--- config.mk ---
export PLATFORM = sky130hd
export DESIGN_NAME = serial_adder_sched_flat
export DESIGN_NICKNAME = d
export VERILOG_FILES = /design/src/rtl/serial_adder_sched_pkg.sv /design/src/rtl/serial_adder_sched_if.sv /design/src/rtl/rr_arbiter.sv /design/src/rtl/serial_adder_sched.sv /design/src/flat_wrapper.sv
export SDC_FILE = /design/constraint.sdc
export NUM_CORES = 1
export LEC_CHECK = 0
export BUFFER_PORTS_ARGS = -buffer_cell sky130_fd_sc_hd__buf_2
export CAP_MARGIN = 10
export CORE_ASPECT_RATIO = 0.7
export CORE_MARGIN = 2
export CORE_UTILIZATION = 60
export CTS_CLUSTER_DIAMETER = 120
export CTS_CLUSTER_SIZE = 25
export DETAILED_ROUTE_END_ITERATION = 7
export PLACE_DENSITY = 0.88
export SYNTH_ARGS = -nofsm -noshare
export SYNTH_HDL_FRONTEND = slang
export SYNTH_HIERARCHICAL = 1
export SYNTH_SLANG_ARGS = --single-unit
--- constraint.sdc ---
create_clock -name clk -period 10.4 [get_ports clk]
set_clock_uncertainty 0.1 [all_clocks]
set_input_delay 1.56 -clock clk [delete_from_list [all_inputs] [get_ports clk]]
set_output_delay 1.56 -clock clk [all_outputs]
set_load 0.005 [all_outputs]
--- src/rtl/serial_adder_sched_pkg.sv ---
// Shared types and default parameters for the serial adder scheduler.
package serial_adder_sched_pkg;

    typedef enum logic [2:0] {
        IDLE,
        SEND,
        WAIT,
        RECV,
        RESP
    } state_t;

    localparam int unsigned DEF_N_REQ   = 4;
    localparam int unsigned DEF_OP_W    = 2;
    localparam int unsigned DEF_TIMEOUT = 16;
    localparam int unsigned SUM_W       = DEF_OP_W + 1;

    function automatic int unsigned sum_w(input int unsigned op_w);
        return op_w + 1;
    endfunction

endpackage

--- src/rtl/serial_adder_sched_if.sv ---
// Requester, response and serial-adder signal bundle; slave is the scheduler side.
interface serial_adder_sched_if
    import serial_adder_sched_pkg::*;
#(
    parameter int unsigned N_REQ = DEF_N_REQ,
    parameter int unsigned OP_W  = DEF_OP_W
);
    localparam int unsigned ID_W = $clog2(N_REQ);

    logic [N_REQ-1:0]      req_valid;
    logic [N_REQ-1:0]      req_ready;
    logic [N_REQ*OP_W-1:0] req_a;
    logic [N_REQ*OP_W-1:0] req_b;

    logic                  rsp_valid;
    logic                  rsp_ready;
    logic [ID_W-1:0]       rsp_id;
    logic [OP_W:0]         rsp_sum;
    logic                  rsp_err;

    logic                  add_en_i;
    logic                  add_ina;
    logic                  add_inb;
    logic                  add_en_o;
    logic                  add_out;

    modport slave (
        input  req_valid, req_a, req_b, rsp_ready, add_en_o, add_out,
        output req_ready, rsp_valid, rsp_id, rsp_sum, rsp_err,
               add_en_i, add_ina, add_inb
    );

    modport master (
        output req_valid, req_a, req_b, rsp_ready, add_en_o, add_out,
        input  req_ready, rsp_valid, rsp_id, rsp_sum, rsp_err,
               add_en_i, add_ina, add_inb
    );

endinterface

--- src/rtl/rr_arbiter.sv ---
// Combinational round-robin arbiter: first set request at or above ptr, wrapping at N.
module rr_arbiter
    import serial_adder_sched_pkg::*;
#(
    parameter int unsigned N = DEF_N_REQ
) (
    input  logic [N-1:0]         req,
    input  logic [$clog2(N)-1:0] ptr,
    input  logic                 en,
    output logic [N-1:0]         gnt,
    output logic [$clog2(N)-1:0] gnt_id
);
    localparam int unsigned ID_W = $clog2(N);

    int unsigned idx;
    logic        found;

    always_comb begin
        gnt    = '0;
        gnt_id = '0;
        found  = 1'b0;
        idx    = 0;
        for (int unsigned i = 0; i < N; i++) begin
            idx = i + 32'(ptr);
            if (idx >= N) begin
                idx = idx - N;
            end
            if (en && !found && req[idx]) begin
                found    = 1'b1;
                gnt[idx] = 1'b1;
                gnt_id   = ID_W'(idx);
            end
        end
    end

endmodule

--- src/rtl/serial_adder_sched.sv ---
// Shares one serial adder among N_REQ requesters: arbitrate, serialise operands,
// deserialise the result and return it tagged with the requester ID.
module serial_adder_sched
    import serial_adder_sched_pkg::*;
#(
    parameter int unsigned N_REQ   = DEF_N_REQ,
    parameter int unsigned OP_W    = DEF_OP_W,
    parameter int unsigned TIMEOUT = DEF_TIMEOUT
) (
    input  logic                 clk,
    input  logic                 rst_n,
    serial_adder_sched_if.slave  bus
);
    localparam int unsigned ID_W  = $clog2(N_REQ);
    localparam int unsigned RES_W = sum_w(OP_W);
    localparam int unsigned CNT_W = $clog2(OP_W + 1);
    localparam int unsigned TMO_W = $clog2(TIMEOUT + 1);

    state_t             state_q, state_d;
    logic [ID_W-1:0]    ptr_q, ptr_d;
    logic [ID_W-1:0]    id_q, id_d;
    logic [OP_W-1:0]    a_q, a_d;
    logic [OP_W-1:0]    b_q, b_d;
    logic [CNT_W-1:0]   bit_cnt_q, bit_cnt_d;
    logic [TMO_W-1:0]   tmo_q, tmo_d;
    logic [RES_W-1:0]   sum_q, sum_d;

    logic               rsp_valid_q, rsp_valid_d;
    logic [ID_W-1:0]    rsp_id_q, rsp_id_d;
    logic [RES_W-1:0]   rsp_sum_q, rsp_sum_d;
    logic               rsp_err_q, rsp_err_d;
    logic               add_en_i_q, add_en_i_d;
    logic               add_ina_q, add_ina_d;
    logic               add_inb_q, add_inb_d;

    logic [N_REQ-1:0]   gnt;
    logic [ID_W-1:0]    gnt_id;
    logic               arb_en;

    // Gated by rst_n so req_ready stays low while reset is held.
    assign arb_en = (state_q == IDLE) && rst_n;

    rr_arbiter #(
        .N (N_REQ)
    ) u_arb (
        .req    (bus.req_valid),
        .ptr    (ptr_q),
        .en     (arb_en),
        .gnt    (gnt),
        .gnt_id (gnt_id)
    );

    always_comb begin
        state_d     = state_q;
        ptr_d       = ptr_q;
        id_d        = id_q;
        a_d         = a_q;
        b_d         = b_q;
        bit_cnt_d   = bit_cnt_q;
        tmo_d       = tmo_q;
        sum_d       = sum_q;
        rsp_valid_d = rsp_valid_q;
        rsp_id_d    = rsp_id_q;
        rsp_sum_d   = rsp_sum_q;
        rsp_err_d   = rsp_err_q;
        add_en_i_d  = 1'b0;
        add_ina_d   = 1'b0;
        add_inb_d   = 1'b0;

        unique case (state_q)
            IDLE: begin
                if (|gnt) begin
                    a_d        = bus.req_a[32'(gnt_id) * OP_W +: OP_W];
                    b_d        = bus.req_b[32'(gnt_id) * OP_W +: OP_W];
                    id_d       = gnt_id;
                    ptr_d      = (32'(gnt_id) == N_REQ - 1) ? '0 : gnt_id + ID_W'(1);
                    bit_cnt_d  = '0;
                    add_en_i_d = 1'b1;
                    add_ina_d  = a_d[0];
                    add_inb_d  = b_d[0];
                    state_d    = SEND;
                end
            end

            // Adder lines are registered one bit ahead: bit_cnt_q is the bit on the wire now.
            SEND: begin
                if (bit_cnt_q == CNT_W'(OP_W - 1)) begin
                    tmo_d   = '0;
                    state_d = WAIT;
                end else begin
                    bit_cnt_d  = bit_cnt_q + CNT_W'(1);
                    add_en_i_d = 1'b1;
                    add_ina_d  = a_q[bit_cnt_d];
                    add_inb_d  = b_q[bit_cnt_d];
                end
            end

            WAIT: begin
                if (bus.add_en_o) begin
                    sum_d     = '0;
                    sum_d[0]  = bus.add_out;
                    bit_cnt_d = CNT_W'(1);
                    state_d   = RECV;
                end else if (tmo_q == TMO_W'(TIMEOUT - 1)) begin
                    rsp_valid_d = 1'b1;
                    rsp_id_d    = id_q;
                    rsp_sum_d   = '0;
                    rsp_err_d   = 1'b1;
                    state_d     = RESP;
                end else begin
                    tmo_d = tmo_q + TMO_W'(1);
                end
            end

            RECV: begin
                if (bus.add_en_o) begin
                    sum_d[bit_cnt_q] = bus.add_out;
                    if (bit_cnt_q == CNT_W'(OP_W)) begin
                        rsp_valid_d = 1'b1;
                        rsp_id_d    = id_q;
                        rsp_sum_d   = sum_d;
                        rsp_err_d   = 1'b0;
                        state_d     = RESP;
                    end else begin
                        bit_cnt_d = bit_cnt_q + CNT_W'(1);
                    end
                end else begin
                    rsp_valid_d = 1'b1;
                    rsp_id_d    = id_q;
                    rsp_sum_d   = '0;
                    rsp_err_d   = 1'b1;
                    state_d     = RESP;
                end
            end

            RESP: begin
                if (bus.rsp_ready) begin
                    rsp_valid_d = 1'b0;
                    state_d     = IDLE;
                end
            end

            default: state_d = IDLE;
        endcase
    end

    always_ff @(posedge clk or negedge rst_n) begin
        if (!rst_n) begin
            state_q     <= IDLE;
            ptr_q       <= '0;
            id_q        <= '0;
            a_q         <= '0;
            b_q         <= '0;
            bit_cnt_q   <= '0;
            tmo_q       <= '0;
            sum_q       <= '0;
            rsp_valid_q <= 1'b0;
            rsp_id_q    <= '0;
            rsp_sum_q   <= '0;
            rsp_err_q   <= 1'b0;
            add_en_i_q  <= 1'b0;
            add_ina_q   <= 1'b0;
            add_inb_q   <= 1'b0;
        end else begin
            state_q     <= state_d;
            ptr_q       <= ptr_d;
            id_q        <= id_d;
            a_q         <= a_d;
            b_q         <= b_d;
            bit_cnt_q   <= bit_cnt_d;
            tmo_q       <= tmo_d;
            sum_q       <= sum_d;
            rsp_valid_q <= rsp_valid_d;
            rsp_id_q    <= rsp_id_d;
            rsp_sum_q   <= rsp_sum_d;
            rsp_err_q   <= rsp_err_d;
            add_en_i_q  <= add_en_i_d;
            add_ina_q   <= add_ina_d;
            add_inb_q   <= add_inb_d;
        end
    end

    assign bus.req_ready = gnt;
    assign bus.rsp_valid = rsp_valid_q;
    assign bus.rsp_id    = rsp_id_q;
    assign bus.rsp_sum   = rsp_sum_q;
    assign bus.rsp_err   = rsp_err_q;
    assign bus.add_en_i  = add_en_i_q;
    assign bus.add_ina   = add_ina_q;
    assign bus.add_inb   = add_inb_q;

endmodule
--- src/flat_wrapper.sv ---
// flat-port wrapper written by rule: the top's interface ports become plain ports
module serial_adder_sched_flat import serial_adder_sched_pkg::*;
#(
    parameter int unsigned N_REQ   = DEF_N_REQ,
    parameter int unsigned OP_W    = DEF_OP_W,
    parameter int unsigned TIMEOUT = DEF_TIMEOUT
)
  (clk, rst_n, bus_req_valid, bus_req_a, bus_req_b, bus_rsp_ready, bus_add_en_o, bus_add_out, bus_req_ready, bus_rsp_valid, bus_rsp_id, bus_rsp_sum, bus_rsp_err, bus_add_en_i, bus_add_ina, bus_add_inb);
  serial_adder_sched_if #(.N_REQ(N_REQ), .OP_W(OP_W)) bus_i ();
  input  logic clk;
  input  logic rst_n;
  input wire logic [$bits(bus_i.req_valid)-1:0] bus_req_valid;
  input wire logic [$bits(bus_i.req_a)-1:0] bus_req_a;
  input wire logic [$bits(bus_i.req_b)-1:0] bus_req_b;
  input wire logic [$bits(bus_i.rsp_ready)-1:0] bus_rsp_ready;
  input wire logic [$bits(bus_i.add_en_o)-1:0] bus_add_en_o;
  input wire logic [$bits(bus_i.add_out)-1:0] bus_add_out;
  output wire logic [$bits(bus_i.req_ready)-1:0] bus_req_ready;
  output wire logic [$bits(bus_i.rsp_valid)-1:0] bus_rsp_valid;
  output wire logic [$bits(bus_i.rsp_id)-1:0] bus_rsp_id;
  output wire logic [$bits(bus_i.rsp_sum)-1:0] bus_rsp_sum;
  output wire logic [$bits(bus_i.rsp_err)-1:0] bus_rsp_err;
  output wire logic [$bits(bus_i.add_en_i)-1:0] bus_add_en_i;
  output wire logic [$bits(bus_i.add_ina)-1:0] bus_add_ina;
  output wire logic [$bits(bus_i.add_inb)-1:0] bus_add_inb;
  assign bus_i.req_valid = bus_req_valid;
  assign bus_i.req_a = bus_req_a;
  assign bus_i.req_b = bus_req_b;
  assign bus_i.rsp_ready = bus_rsp_ready;
  assign bus_i.add_en_o = bus_add_en_o;
  assign bus_i.add_out = bus_add_out;
  assign bus_req_ready = bus_i.req_ready;
  assign bus_rsp_valid = bus_i.rsp_valid;
  assign bus_rsp_id = bus_i.rsp_id;
  assign bus_rsp_sum = bus_i.rsp_sum;
  assign bus_rsp_err = bus_i.rsp_err;
  assign bus_add_en_i = bus_i.add_en_i;
  assign bus_add_ina = bus_i.add_ina;
  assign bus_add_inb = bus_i.add_inb;
  serial_adder_sched #(.N_REQ(N_REQ), .OP_W(OP_W), .TIMEOUT(TIMEOUT)) u_core (.clk(clk), .rst_n(rst_n), .bus(bus_i));
endmodule
==> impl_metrics.json, run 1 <==
{
  "switching_share": 0.4204,
  "r2r-end": "u_core/b_q[1]",
  "grt_pass1_vias": 1548,
  "top_level_ports": 39,
  "viasPerCell": 5.850,
  "hold_viol": 0,
  "hold_buffers": 0,
  "cp_cell_sequence": "buf_2 > and2_1 > nand4_1 > a21boi_1 > a221o_1 > buf_2",
  "grt_util_all_layers": 0.2293,
  "path_common_cell": "buf_2",
  "numPortBuffers": 38,
  "period_share": 0.4816,
  "cts_resized": 0,
  "r2r-start": "u_core/ptr_q[0]",
  "grt_pass1_wl_mm": 7.403,
  "async_flop_share": 1.000,
  "ys_ff_latch": 31,
  "dp_hpwl_mm": 3.486,
  "synth_area_sq_um": 2195,
  "path_delay_family": "buffers and inverters",
  "start_kind": "primary input",
  "worstSkewPairLatency_ns": 0.28,
  "synth_cell_type_count": 52,
  "rsz0062_at_grt": "false",
  "fmax_mhz": 199.7,
  "finalSetupTns_ns": 0,
  "post-route-util": 0.6955,
  "status": "completed",
  "cp_num_buf_inv": 2,
  "hp-class": "flop to flop",
  "cts_buffers": 5,
  "p_switching_mw": 0.2777,
  "dr.pass1.iters": 4,
  "routed_wl_mm": 4.648,
  "p_int_mw": 0.3828,
  "grt_max_degree": 33,
  "cap_violations": 0,
  "tightestPinTransition_ns": 0.8288,
  "crit_required_ns": 8.74,
  "layout.nets": 282,
  "synth_fp_nets": 250,
  "synth_edf_count": 0,
  "drtIter0Drc": 166,
  "reg2reg_depth": 8,
  "syn_area_per_cell_sq_um": 10.35,
  "synth_seq_area_share": 0.3535,
  "wire_per_inst_um": 15.81,
  "grt_overflow_total": 0,
  "p_per_area_nw_per_um2": 270.3,
  "clockPowerShare": 0.143,
  "cts_sinks": 31,
  "placed_cell_area_sq_um": 2356,
  "crit_path_max_incr_delay_ns": 0.53,
  "cp.depth": 6,
  "clockBufferDepth": 2,
  "dieHeight_um": 54.60,
  "die_x_um": 76.29,
  "critPathSlowestCell": "buf_2",
  "power_leakage_nw": 1.161,
  "rows": 18,
  "cp.arrival_ns": 3.35,
  "crit_start": "rst_n",
  "finalSetupViolations": 0,
  "drive_above_1_share": 0.2910,
  "dr_total_vias": 1720,
  "antenna_found_initial": 0,
  "final_area_sq_um": 2444,
  "endpoint_kind": "output pin",
  "crit_end": "bus_req_ready[0]",
  "maxSlewViolCount": 0,
  "dieArea_sq_um": 4165,
  "drc": 0,
  "crit_fanout": 32,
  "period_minus_slack_ns": 5.008,
  "drtAntennaViolNets": 0,
  "diodes": 0,
  "path_clk_slew_ns": 0.06,
  "power_frac_seq": 0.336,
  "core-area_sq_um": 3513,
  "irDropWorstVdd_mv": 0.1266,
  "maxSlewHeadroom": 0.4463,
  "worstSetupPathType": "primary input to output pin",
  "cts_setup_buffers": 0,
  "cts.htree.levels": 2,
  "cts_tree": "built",
  "comb_power_share": 0.520,
  "n_fill_cell": 281,
  "r2r_slack_ns": 6.19,
  "syn_inst": 212,
  "place.gp.congestion": 0.9499,
  "start_util": 0.6246,
  "cts_root_buffer": "clkbuf_8",
  "synthFlopType": "dfrtp_1",
  "areaGrowthSynthToFinish_pct": 11.35,
  "ys_warn_count": 6
}
-- worst min-delay path by stage --
stage             startpoint       endpoint  slack, ns  cells after the start
2_1_floorplan  u_core/a_q[0]  u_core/a_q[0]       0.35                      2
3_3_place_gp   u_core/b_q[0]  u_core/b_q[0]       0.36                      2
3_5_place_dp   u_core/a_q[0]  u_core/a_q[0]       0.38                      2
4_1_cts        u_core/a_q[0]  u_core/a_q[0]       0.39                      2
5_1_grt        u_core/a_q[0]  u_core/a_q[0]       0.40                      2
6_report       u_core/a_q[0]  u_core/a_q[0]       0.39                      2
-- final cells by class --
type / count / area, sq um / share of cell area
multi-input combinational: 157 / 1286 / 0.5264
timing repair buffer: 38 / 190.2 / 0.07783
tap: 50 / 62.56 / 0.02560
clock buffer: 6 / 82.58 / 0.03379
clock inverter: 1 / 5.005 / 0.002048
sequential: 31 / 775.7 / 0.3175
inverter: 11 / 41.29 / 0.01690
-- power groups by stage --
| stage | Sequential (mW) | Clock (mW) | Combinational [mW] |
|---|---|---|---|
| after detailed placement | 0.224 | 0 | 0.337 |
| after floorplan | 0.194 | 0 | 0.303 |
| after CTS | 0.222 | 0.0966 | 0.341 |
| after global placement | 0.220 | 0 | 0.327 |
| final | 0.222 | 0.0947 | 0.343 |
| after global routing | 0.231 | 0.102 | 0.378 |
-- tightest hold or removal path: cells and delay by family, from the launching register on --
kind          cells  cell delay (ns)
flops             1             0.35
simple gates      2             0.11
-- cell usage in the layout (no fill, tap or decap), types with 3 or more instances in the layout --
master | netlist | routed
a21boi_1 | 4 | 4
a21oi_1 | 7 | 7
a221o_1 | 4 | 4
a31oi_1 | 4 | 4
buf_2 | 5 | 38
clkbuf_8 | 0 | 6
dfrtp_1 | 31 | 31
ha_1 | 13 | 13
inv_1 | 11 | 11
mux2_2 | 10 | 10
mux2i_1 | 11 | 11
mux4_2 | 8 | 8
nand2_1 | 21 | 21
nand2b_1 | 3 | 3
nand3_1 | 4 | 4
nand3b_1 | 4 | 4
nor2_1 | 8 | 8
nor2b_1 | 6 | 6
nor3_1 | 4 | 4
o21ai_0 | 10 | 10
-- state kept, by name, indices dropped and copies added (netlist names) --
register	count
u_core/ptr_q	2
u_core/sum_q	3
u_core/bus.rsp_valid	1
u_core/bus.rsp_sum	3
u_core/b_q	2
u_core/state_q	3
u_core/tmo_q	5
u_core/bus.rsp_id	2
u_core/id_q	2
u_core/bus.add_en_i	1
u_core/bus.add_ina	1
u_core/bit_cnt_q	2
u_core/a_q	2
u_core/bus.rsp_err	1
u_core/bus.add_inb	1
-- metal layers --
layer,part of all wire,wire length (um),vias to the layer above,GRT usage
met1,0.51,2357,830,0.3460
met4,0.0090,42,0,0.05455
met3,0.051,238,7,0.05281
met2,0.43,2009,47,0.3363
met5,0,0,-,0
li1,-,-,836,-
-- synth_stat cells, types with 2 or more instances --
master,instances,area [sq um]
dfrtp_1,31,775.7
nor2_1,8,30.03
ha_1,13,162.7
nor3_1,4,20.02
nand3b_1,4,30.03
o21bai_1,2,15.01
a221o_1,4,40.04
a31oi_1,4,25.02
mux2_2,10,112.6
o21ai_0,10,50.05
a21boi_2,2,22.52
nand2b_1,3,18.77
xor2_1,2,17.52
a21oi_1,7,35.03
o21a_1,2,15.01
mux2i_1,11,110.1
nand4_1,2,12.51
buf_2,5,25.02
buf_4,2,15.01
a22o_1,2,17.52
nand3_1,4,20.02
mux4_2,8,180.2
and3b_1,2,17.52
buf_6,3,33.78
clkbuf_2,2,10.01
inv_1,11,41.29
nand2_1,21,78.83
nor2b_1,6,37.54
a21boi_1,4,30.03
-- kinds of logic after synthesis --
logic type	Yosys count	share of synthesized area
and+or+nand+nor	66	0.1688
AOI/OAI and AO/OA	47	0.1517
DFF	31	0.3535
muxes	29	0.1836
buffers and inverters	24	0.06043
adders and majority gates	13	0.07412
xor gates and xnor gates	2	0.007983
-- stage by stage --
step                hold WS [ns]  cells  power, mW  worst slack (ns)
floorplan                 0.3461    212     0.4975             6.034
CTS                       0.3917    294     0.6599             5.384
global route              0.4025    294     0.7102             5.139
finish                    0.3888    294     0.6604             5.392
global placement          0.3577    287     0.5471             5.504
detailed placement        0.3770    287     0.5610             5.381
Power figures use the tool's default switching activity.
==> inputs of run 2 (changes only) <==
ABC_AREA = 1   (was unset)
CORE_UTILIZATION = 51   (was 60)
PLACE_DENSITY = 0.8   (was 0.88)
clock period = 4.4 ns   (was 10.4 ns; I/O delays follow)
==> run 2 against run 1 <==
Against the previous run:
- power increased by 130%
- combinational power increased by 150%
- final cell count increased by 39%
- core utilization decreased by 7.4 points
- worst hold slack got worse by 0.092 ns
- via count increased by 22%
- non-clock buffer count increased by 1
- clock power increased by 130%
==> impl_metrics.json, run 2 <==
{
  "reg2reg_depth": 14,
  "largest_register": "u_core/tmo_q",
  "rows": 19,
  "dp_hpwl_mm": 3.707,
  "post-route-util": 0.6219,
  "hold_buffers": 0,
  "hold_viol": 0,
  "finalSetupTns_ns": 0,
  "fmax_mhz": 311.8,
  "dr.pass1.iters": 5,
  "grt_overflow_total": 0,
  "met1_usage": 0.3288,
  "drtAntennaViolNets": 0,
  "netlist.area_leader.share": 0.3529,
  "viasPerCell": 5.115,
  "maxSlewHeadroom": 0.6885,
  "drtIter0Drc": 279,
  "clockBufferDepth": 2,
  "yosys-top-cells-area": "dfrtp_1, nand2_1, nand3_1, ha_1, inv_1",
  "wire_per_inst_um": 11.64,
  "top_level_ports": 39,
  "synth_cell_type_count": 25,
  "p_per_area_nw_per_um2": 613.1,
  "cts_setup_buffers": 0,
  "path_clk_slew_ns": 0.06,
  "n_fill_cell": 389,
  "status": "completed",
  "cts_sinks": 31,
  "yosys-top-cells-count": "nand2_1, inv_1, nand3_1, nor2_1, dfrtp_1",
  "pre_cts_slack_ns": 1.228,
  "grt_util_all_layers": 0.2178,
  "syn_area_per_cell_sq_um": 6.957,
  "cts_resized": 0,
  "numPortBuffers": 38,
  "dieArea_sq_um": 4860,
  "cp.arrival_ns": 2.45,
  "place.gp.congestion": 0.9640,
  "start_util": 0.5472,
  "grt_max_degree": 32,
  "core-area_sq_um": 4018,
  "synth_area_sq_um": 2198,
  "hp-class": "primary input to asynchronous set/reset pin",
  "cts_tree": "built",
  "synthFlopType": "dfrtp_1",
  "diodes": 0,
  "synth_edf_count": 0,
  "finalSetupViolations": 0,
  "crit_path_max_incr_delay_ns": 0.57,
  "final_cell_mix": "nand2_1, inv_1, buf_2",
  "rsz0062_at_grt": "false",
  "largest_register_ffs": 5,
  "crit_fanout": 12,
  "worstSetupPathType": "flop to output pin",
  "drive_above_1_share": 0.1927,
  "r2r-start": "u_core/ptr_q[0]",
  "layout.nets": 395,
  "cap_violations": 0,
  "ys_ff_latch": 31,
  "use_met3": 0.05368,
  "mostFrequentLayoutCell": "nand2_1",
  "period_minus_slack_ns": 3.207,
  "synth_fp_nets": 354,
  "synth_seq_area_share": 0.3529,
  "grt_busiest_layer": "met1",
  "ys_warn_count": 6,
  "syn_inst": 316,
  "period_share": 0.7289,
  "start_kind": "flop",
  "cts_buffers": 5,
  "routed_wl_mm": 4.773,
  "grt_pass1_vias": 1813,
  "cts.htree.levels": 2,
  "crit_required_ns": 3.64,
  "antenna_found_initial": 0,
  "tightestPinTransition_ns": 0.4660,
  "endpoint_kind": "output pin",
  "use_met2": 0.3099,
  "synth_top_area_cell": "dfrtp_1",
  "irDropWorstVdd_mv": 0.2788,
  "async_flop_share": 1.000,
  "areaGrowthSynthToFinish_pct": 13.66,
  "grt_pass1_wl_mm": 8.010,
  "setup_ws_ns": 1.193,
  "cp_cell_sequence": "inv_2 > ha_1 > inv_1 > nand3_2 > nand2_2 > inv_2 > nor2_4 > nand3_1 > nand3_1 > buf_2",
  "total_power_mw": 1.532,
  "dieHeight_um": 58.93,
  "yosysMostFrequentCell": "nand2_1",
  "worstSkewPairLatency_ns": 0.28,
  "cts_root_buffer": "clkbuf_8",
  "dr_total_vias": 2097,
  "die_x_um": 82.47,
  "critPathSlowestCell": "dfrtp_1",
  "power_leakage_nw": 1.393,
  "r2r-end": "u_core/bus.add_ina",
  "maxSlewViolCount": 0,
  "drc": 0,
  "r2r_slack_ns": 1.22
}
run 2: changes by cell type in the layout (fill, tap and decap cells not counted), moves of 8 or more:
cell	previous run	this run
mux4_2	8	0
mux2i_1	11	0
nand2_1	21	89
o21ai_0	10	22
inv_1	11	41
mux2_2	10	0
nor2_1	8	34
nand3_1	4	34
run 2: layout make-up:
class / count / area [sq um] / area share
Multi-Input combinational cell: 235 / 1210 / 0.4842
Clock buffer: 7 / 76.32 / 0.03055
Tap cell: 52 / 65.06 / 0.02604
Sequential cell: 31 / 775.7 / 0.3105
Clock inverter: 1 / 5.005 / 0.002003
Timing Repair Buffer: 39 / 197.7 / 0.07912
Inverter: 45 / 168.9 / 0.06760
run 2: worst max path at each step:
stage                                from                  to  slack [ns]
final                     u_core/ptr_q[0]    bus_req_ready[2]        1.19
after global routing      u_core/ptr_q[0]  u_core/bus.add_ina        0.87
after CTS                 u_core/ptr_q[0]    bus_req_ready[2]        1.23
after detailed placement  u_core/ptr_q[0]  u_core/bus.add_ina        1.23
after global placement    u_core/ptr_q[0]  u_core/bus.add_inb        1.34
after floorplan           u_core/ptr_q[0]  u_core/bus.add_inb        1.87
run 2: critical path: cells and delay by family (launching register included):
| family | cells | cell delay (ns) |
|---|---|---|
| buffers and inverters | 4 | 0.48 |
| DFF | 1 | 0.57 |
| and+or+nand+nor | 5 | 0.73 |
| adders and majority gates | 1 | 0.37 |
run 2: metal layers:
layer / up-vias / wire, um
met5: - / 0
met1: 919 / 2506
met3: 8 / 394
li1: 1088 / -
met4: 0 / 47
met2: 82 / 1825
run 2: stage by stage:
step | hold WS [ns] | area (sq um) | instances
finish | 0.2963 | 2499 | 410
global route | 0.3265 | 2499 | 410
CTS | 0.3107 | 2499 | 410
detailed placement | 0.3653 | 2417 | 402
global placement | 0.3585 | 2417 | 402
floorplan | 0.2644 | 2198 | 316
run 2: cells by family after synthesis:
| group | count (synthesis) | share of synthesized area |
|---|---|---|
| simple gates | 185 | 0.3893 |
| buf+inv | 50 | 0.09675 |
| compound gates | 37 | 0.08708 |
| flops | 31 | 0.3529 |
| fa+ha+maj | 13 | 0.07399 |
run 2: report_power, final:
part / internal (mW) / switching, mW
sequential: 0.384 / 0.0880
clock: 0.111 / 0.104
combinational: 0.279 / 0.567
==> inputs of run 3 (changes only) <==
CORE_UTILIZATION = 56   (was 51)
PLACE_DENSITY = 0.83   (was 0.8)
clock period = 3.1 ns   (was 4.4 ns; I/O delays follow)
==> run 3 against run 2 <==
Against the previous run:
- power increased by 50%
- core utilization is 4.3 points higher
- cell area up 2.6%
- setup slack got worse by 0.92 ns
- sequential power increased by 38%
- register-to-register slack worse by 0.94 ns
- die area down 8.4%
- worst hold slack got worse by 0.19 ns
- largest power group unchanged
==> impl_metrics.json, run 3 (same netlist as run 2, synthesis figures left out) <==
{
  "final_area_sq_um": 2562,
  "areaGrowthSynthToFinish_pct": 16.56,
  "irDropWorstVdd_mv": 0.3988,
  "critPathSlowestCell": "dfrtp_1",
  "largest_register": "u_core/tmo_q",
  "r2r_slack_ns": 0.28,
  "cp_cell_sequence": "inv_1 > ha_1 > inv_1 > nand3_2 > nand2_2 > inv_2 > nor2_4 > nand3_1 > nand3_1 > inv_1 > o21ai_0 > o21ai_0 > nand2_1 > o21ai_0",
  "status": "completed",
  "rsz0062_at_grt": "false",
  "hold_viol": 0,
  "crit_path_max_incr_delay_ns": 0.50,
  "worstSetupPathType": "flop to flop",
  "finalSetupViolations": 0,
  "worstSkewPairLatency_ns": 0.28,
  "cts.htree.levels": 2,
  "cap_violations": 0,
  "endpoint_kind": "flop",
  "viasPerCell": 5.190,
  "clockBufferDepth": 2,
  "tightestPinTransition_ns": 0.3909,
  "dr.pass1.iters": 5,
  "dr_total_vias": 2159,
  "period_minus_slack_ns": 2.823,
  "path_delay_family": "simple AND/OR/NAND/NOR gates",
  "core-area_sq_um": 3851,
  "top_level_ports": 39,
  "finalSetupTns_ns": 0,
  "whs_ns": 0.1074,
  "start_kind": "flop",
  "grt_util_all_layers": 0.2477,
  "diodes": 0,
  "drc": 0,
  "hold_buffers": 0,
  "dp_hpwl_mm": 3.841,
  "drtIter0Drc": 218,
  "cts_setup_buffers": 0,
  "drtAntennaViolNets": 0,
  "power_leakage_nw": 1.431,
  "maxSlewViolCount": 0,
  "placed_cell_area_sq_um": 2462,
  "dieArea_sq_um": 4451,
  "maxSlewHeadroom": 0.7394,
  "fmax_mhz": 354.2,
  "cp_num_buf_inv": 4,
  "final_cells": 416,
  "wire_per_inst_um": 11.90,
  "numPortBuffers": 38,
  "period_share": 0.9107,
  "drive_above_1_share": 0.2088,
  "routed_wl_mm": 4.950,
  "crit_required_ns": 3.16,
  "layout.nets": 401,
  "p_per_area_nw_per_um2": 894.0,
  "placed_cells": 408,
  "cts_resized": 0,
  "hp-class": "primary input to asynchronous set/reset pin",
  "crit_fanout": 12,
  "grt_pass1_vias": 1952,
  "die_x_um": 78.89,
  "cts_root_buffer": "clkbuf_8",
  "grt_pass1_wl_mm": 8.694,
  "cts_tree": "built",
  "grt_overflow_total": 0,
  "path_clk_slew_ns": 0.07,
  "mostFrequentLayoutCell": "nand2_1",
  "antenna_found_initial": 0,
  "cts_buffers": 5,
  "total_power_mw": 2.291,
  "start_util": 0.5708,
  "largest_register_ffs": 5,
  "cp.arrival_ns": 2.88,
  "grt_max_degree": 32,
  "cts_sinks": 31,
  "final_cell_mix": "nand2_1, inv_1, buf_2",
  "rows": 19,
  "dieHeight_um": 56.42,
  "place.gp.congestion": 0.9871
}
[run 3: layout make-up]
class,instances,area (sq um)
clock buffers,8,100.1
fillers,356,1289
inverters,45,168.9
multi-input cells,235,1210
flip-flops and latches,31,775.7
well taps,52,65.06
repair buffers,45,242.7
[run 3: final timing paths]
kind                            startpoint               endpoint  cells after the start
max in group asynchronous            rst_n  u_core/bus.rsp_sum[1]                      2
min in group clk           u_core/tmo_q[4]        u_core/tmo_q[4]                      2
setup reg to reg           u_core/ptr_q[1]     u_core/bus.add_ina                     14
hold reg to reg            u_core/tmo_q[4]        u_core/tmo_q[4]                      2
hold / removal                       rst_n  u_core/bus.rsp_sum[2]                      2
setup / recovery           u_core/ptr_q[1]     u_core/bus.add_ina                     14
[run 3: where the power goes]
part / total (mW) / switching, mW / internal (mW)
sequential: 0.651 / 0.106 / 0.545
combinational: 1.29 / 0.848 / 0.442
clock: 0.351 / 0.149 / 0.203
total: 2.29 / 1.10 / 1.19
[run 3: stage by stage]
stage,util,worst slack (ns)
floorplan,-,0.5734
global placement,0.6394,0.5111
detailed placement,0.6394,0.3589
CTS,0.6654,0.3405
global route,0.6654,0.07370
finish,0.6654,0.2769
[run 3: routing by layer]
metal / global-route usage / up-vias / wire, um
met5: 0 / - / 0
met4: 0.06158 / 0 / 35
met3: 0.05145 / 5 / 344
met2: 0.3736 / 83 / 2106
met1: 0.3670 / 973 / 2464
li1: - / 1098 / -
[run 3: worst reg2reg max path, stage by stage (launching register included)]
cell     delay [ns]
dfrtp_1        0.50
inv_1          0.10
ha_1           0.33
inv_1          0.12
nand3_2        0.15
nand2_2        0.09
inv_2          0.04
nor2_4         0.23
nand3_1        0.11
nand3_1        0.24
inv_1          0.17
o21ai_0        0.21
o21ai_0        0.12
nand2_1        0.11
o21ai_0        0.08
